`src/rtl/mem_arb_pkg.sv`:
```
// mem_arb_pkg: shared encodings for the memory port arbiter and its helpers
package mem_arb_pkg;
  typedef enum logic [1:0] {IDLE, ISSUE, WAIT, RESP} state_e;
  localparam logic CPU = 1'b0;
  localparam logic DBG = 1'b1;
  localparam logic [1:0] SZ_B = 2'b00;
  localparam logic [1:0] SZ_H = 2'b01;
  localparam logic [1:0] SZ_W = 2'b10;
endpackage

```
`src/rtl/mem_be_gen.sv`:
```
// mem_be_gen: byte-lane enables, lane-replicated write data and misalignment from size/offset
module mem_be_gen
  import mem_arb_pkg::*;
(
  input  logic [1:0]  size,
  input  logic [1:0]  addr_lo,
  input  logic [31:0] wdata,
  output logic [3:0]  be,
  output logic [31:0] wdata_rep,
  output logic        misaligned
);
  always_comb begin
    be = size == SZ_B ? 4'b0001 << addr_lo : size == SZ_H ? (addr_lo[1] ? 4'b1100 : 4'b0011) : 4'b1111;
    wdata_rep = size == SZ_B ? {4{wdata[7:0]}} : size == SZ_H ? {2{wdata[15:0]}} : wdata;
    misaligned = size == SZ_B ? 1'b0 : size == SZ_H ? addr_lo[0] : |addr_lo;
  end
endmodule

```
`src/rtl/mem_port_arbiter.sv`:
```
// mem_port_arbiter: shares one fixed-latency memory port between the CPU and the debug loader,
// sequencing each access as ISSUE, WAIT, RESP with round-robin tie-breaking.
module mem_port_arbiter
  import mem_arb_pkg::*;
#(
  parameter int AW  = 32,
  parameter int DW  = 32,
  parameter int LAT = 1
) (
  input  logic          clk,
  input  logic          rst,
  input  logic          cpu_req,
  input  logic          cpu_we,
  input  logic [1:0]    cpu_size,
  input  logic [AW-1:0] cpu_addr,
  input  logic [DW-1:0] cpu_wdata,
  output logic          cpu_ack,
  output logic          cpu_err,
  output logic          cpu_stall,
  input  logic          dbg_req,
  input  logic          dbg_we,
  input  logic [AW-1:0] dbg_addr,
  input  logic [DW-1:0] dbg_wdata,
  output logic          dbg_ack,
  output logic [DW-1:0] rdata,
  output logic          mem_en,
  output logic          mem_we,
  output logic [3:0]    mem_be,
  output logic [AW-1:0] mem_addr,
  output logic [DW-1:0] mem_wdata,
  input  logic [DW-1:0] mem_rdata
);
  state_e state_q, state_d;
  logic gnt_q, gnt_d, last_q, last_d, pick;
  logic we_q, we_d;
  logic [1:0] size_q, size_d;
  logic [AW-1:0] addr_q, addr_d;
  logic [DW-1:0] wdata_q, wdata_d, rdata_q, rdata_d, wdata_rep;
  logic [2:0] cnt_q, cnt_d;
  logic [3:0] be;
  logic mis, issue, resp;

  mem_be_gen u_be_gen (
    .size(size_q),
    .addr_lo(addr_q[1:0]),
    .wdata(wdata_q),
    .be(be),
    .wdata_rep(wdata_rep),
    .misaligned(mis)
  );

  // Debug accesses are latched word-aligned so the shared lane logic never flags them.
  always_comb begin
    pick = cpu_req & dbg_req ? ~last_q : (dbg_req ? DBG : CPU);
    state_d = state_q;
    gnt_d = gnt_q;
    last_d = last_q;
    we_d = we_q;
    size_d = size_q;
    addr_d = addr_q;
    wdata_d = wdata_q;
    rdata_d = rdata_q;
    cnt_d = cnt_q;
    case (state_q)
      IDLE: if (cpu_req | dbg_req) begin
        state_d = ISSUE;
        gnt_d = pick;
        we_d = pick == DBG ? dbg_we : cpu_we;
        size_d = pick == DBG ? SZ_W : cpu_size;
        addr_d = pick == DBG ? {dbg_addr[AW-1:2], 2'b00} : cpu_addr;
        wdata_d = pick == DBG ? dbg_wdata : cpu_wdata;
      end
      ISSUE: begin
        state_d = WAIT;
        cnt_d = 3'(LAT);
      end
      WAIT: begin
        cnt_d = cnt_q - 3'd1;
        if (cnt_q == 3'd1) begin
          state_d = RESP;
          rdata_d = we_q | mis ? '0 : mem_rdata;
        end
      end
      RESP: begin
        state_d = IDLE;
        last_d = gnt_q;
      end
      default: state_d = IDLE;
    endcase
  end

  always_ff @(posedge clk) begin
    if (rst) begin
      state_q <= IDLE;
      gnt_q <= CPU;
      last_q <= DBG;
      we_q <= 1'b0;
      size_q <= SZ_B;
      addr_q <= '0;
      wdata_q <= '0;
      rdata_q <= '0;
      cnt_q <= '0;
    end else begin
      state_q <= state_d;
      gnt_q <= gnt_d;
      last_q <= last_d;
      we_q <= we_d;
      size_q <= size_d;
      addr_q <= addr_d;
      wdata_q <= wdata_d;
      rdata_q <= rdata_d;
      cnt_q <= cnt_d;
    end
  end

  always_comb begin
    issue = state_q == ISSUE;
    resp = state_q == RESP;
    mem_en = issue & ~mis;
    mem_we = issue & ~mis & we_q;
    mem_be = issue ? be : 4'b0000;
    mem_addr = issue ? {addr_q[AW-1:2], 2'b00} : '0;
    mem_wdata = issue ? wdata_rep : '0;
    cpu_ack = resp & gnt_q == CPU;
    dbg_ack = resp & gnt_q == DBG;
    cpu_err = cpu_ack & mis;
    cpu_stall = cpu_req & ~cpu_ack;
    rdata = rdata_q;
  end
endmodule

```
`config.mk`:
```
export PLATFORM = sky130hd
export DESIGN_NAME = mem_port_arbiter
export DESIGN_NICKNAME = d
export VERILOG_FILES = /design/src/rtl/mem_arb_pkg.sv /design/src/rtl/mem_be_gen.sv /design/src/rtl/mem_port_arbiter.sv
export SDC_FILE = /design/constraint.sdc
export NUM_CORES = 1
export LEC_CHECK = 0
export BUFFER_PORTS_ARGS = -buffer_cell sky130_fd_sc_hd__buf_4
export CORE_MARGIN = 2
export CORE_UTILIZATION = 41
export DETAILED_ROUTE_END_ITERATION = 6
export GPL_TIMING_DRIVEN = 0
export PLACE_DENSITY = 0.8
export SLEW_MARGIN = 10
export SYNTH_ARGS = -nofsm -noshare
export SYNTH_HDL_FRONTEND = slang
export SYNTH_SLANG_ARGS = --single-unit
```
`constraint.sdc`:
```
create_clock -name clk -period 1.8 [get_ports clk]
set_input_delay 0.09 -clock clk [delete_from_list [all_inputs] [get_ports clk]]
set_output_delay 0.09 -clock clk [all_outputs]
set_load 0.02 [all_outputs]
```
==> qor.yml <==
outcome: "finished clean"
ys_ff_latch: 106
io_pins: 274
yosysSeqAreaShare_pct: 41.6
rsz0062_at_grt: "true"
ys_types: 35
place_inst: 1071
numClockSinks: 106
finalInstanceArea_um2: 8520
gp_congestion: 0.895
fin_skew_ns: 0.00851
vias: 6060
synth_area_um2: 5100
grt_max_degree: 17
routedWlPerCell_um: 17.1
synth_edf_count: 0
routed.top_layer: "met4"
insertion_delay_ns: 0.35
root_buffer: "clkbuf_16"
die_w_um: 116
synth_top_family_by_area: "compound AO/OA/AOI/OAI gates"
peakVddDrop_uv: 694
path_clk_slew_ns: 0.07
powerDensity_nw_per_um2: 1230
relSlewSlack_pct: 58.4
cts-htree-levels: 3
rrSetupSlack_ns: 0.10
start_util_pct: 42.3
antenna_found_initial: 1
synth_mux_area_share_pct: 3.33
tns_ns: 0
hold_path.class: "input pin to flip-flop"
numCtsBuffers: 9
mostFrequentLayoutCell: "buf_4"
dieArea_um2: 13400
worst_setup_path_start_kind: "flip-flop"
cts_tree: "yes"
finalWirelength_um: 19800
ys_warn_count: 0
coreArea_um2: 12100
finalNonFillerCells: 1160
hold_viol: 0
cp_max_fo: 10
layout_common_cells: "278 x buf_4, 105 x dfxtp_1, 92 x nand2_1"
syn_inst: 633
route.met3.wl_um: 1250
fmax_ghz: 0.572
critPathKind: "flip-flop to output pin"
cap_violations: 0
synth_compound_area_share_pct: 26.0
synth_xor_area_share_pct: 0
multi_input_area_um2: 2750
place_area_um2: 7340
r2r-start: "state_q[0]"
p_leak_nw: 3.94
setup_viol: 0
core.rowCount: 40
worstPathArrival_ns: 1.66
regArea_um2: 2120
r2r-end: "addr_q[25]"
layout_min_cycle_time_ns: 1.75
synthToLayoutAreaGrowth_pct: 67.0
drive_gt1_share_pct: 33.5
dp_hpwl_um: 13900
crit_path_end: "mem_wdata[26]"
io_buffers: 269
grt_pass1_wl_um: 29700
required_ns: 1.71
die-height_um: 116
drt_iter0_drc: 336
tightest_slew_ns: 0.624
wl_met2_um: 9650
avgSynthCellArea_um2: 8.06
m1WireLength_um: 8010
fillerInstances: 963
vias_per_cell: 5.22
slew_viol_final: 0
finalCritPeriodShare_pct: 97.1
async_flop_share_pct: 0
synth-simple-area-share_pct: 21.5
first_pass_iters: 5
grt_overflow: 0
drc: 0
grt_use_total_pct: 28.6
grt_pass1_vias: 5909
ant_nets: 0
startpoint: "state_q[1]"
synth_adder_area_share_pct: 1.72
power_mw: 10.5
endpoint_kind: "output pin"
nets: 1161
finalCoreUtilization_pct: 70.7
cts_buffer_depth: 2
worstRegToRegCells: 7
ys.flop_type: "dfxtp_1"
## worst max-delay path, stage by stage (launching register included)
cell and delay (ns):
dfxtp_2 0.38, inv_2 0.08, ha_4 0.19, clkbuf_4 0.18
buf_4 0.17, and2_1 0.16, buf_4 0.16
## state kept, by name (all words and copies together), names as in the netlist, 2 cells and up
register,count
rdata,32
addr_q,32
cnt_q,3
size_q,2
state_q,2
wdata_q,32
## routing by layer
metal,track usage (%),up-vias
met1,34.3,2837
met4,14.6,0
li1,-,2892
met5,0,-
met2,48.3,261
met3,5.91,70
## power breakdown
part | internal (mW) | total, mW | switching [mW] | leakage (nW)
Combinational | 2.12 | 4.85 | 2.73 | 2.91
Clock | 1.37 | 2.26 | 0.894 | 0.161
Sequential | 2.93 | 3.39 | 0.456 | 0.872
## cell usage after synthesis, types with 6 or more instances
cell | count | share of area (%)
a22o_1 | 32 | 5.5
clkbuf_1 | 39 | 2.9
nor2_1 | 71 | 5.2
mux2i_1 | 17 | 3.3
a211oi_1 | 64 | 9.4
and2_1 | 49 | 6.0
nor2b_1 | 12 | 1.5
ha_1 | 7 | 1.7
nand2b_1 | 6 | 0.74
inv_1 | 8 | 0.59
a21boi_1 | 9 | 1.3
o21ai_1 | 9 | 0.88
dfxtp_1 | 106 | 42
a21oi_1 | 69 | 6.8
buf_2 | 8 | 0.78
nand2_1 | 92 | 6.8
## worst min-delay path by stage
stage | start | to | slack, ns | cells after the start
5_1_grt | cpu_wdata[17] | wdata_q[17] | 0.01 | 3
6_report | cpu_wdata[3] | wdata_q[3] | 0.0007 | 3
2_1_floorplan | mem_rdata[10] | rdata[10] | 0.22 | 1
3_5_place_dp | mem_rdata[24] | rdata[24] | 0.31 | 2
4_1_cts | cpu_wdata[25] | wdata_q[25] | 0.001 | 3
3_3_place_gp | mem_rdata[2] | rdata[2] | 0.31 | 2
## repair_timing
action,in CTS,in global routing
setup endpoints to repair,153,130
cloned,0,0
endpoints found under the hold margin,71,0
pin swaps,1,0
hold buffers,71,0
setup buffers,1,0
resized for setup,34,31
## kinds of logic (layout without fill, tap and decap cells)
family	Yosys count	after routing
simple gates	242	242
compound gates	195	195
flops	106	106
buf+inv	65	422
mux	17	17
fa+ha+maj	7	7
other cells	1	3
## cell type report
| type | count | share of cell area [%] |
|---|---|---|
| diodes | 1 | 0.0294 |
| plain buffers | 57 | 3.93 |
| clock buffers | 12 | 2.77 |
| clock inverters | 4 | 1.16 |
| inverters | 8 | 0.352 |
| multi-input cells | 463 | 32.3 |
| flip-flops and latches | 106 | 24.9 |
| well taps | 168 | 2.47 |
| repair buffers | 341 | 32.1 |
## through the flow
step | hold WS [ns] | setup WS, ns
after global placement | 0.305 | -0.316
final | 0.000708 | 0.0515
after floorplan | 0.223 | 0.144
after CTS | 0.00133 | -0.00990
after detailed placement | 0.309 | -0.334
after global routing | 0.0106 | -0.0208
(Power assumes the default switching activity.)
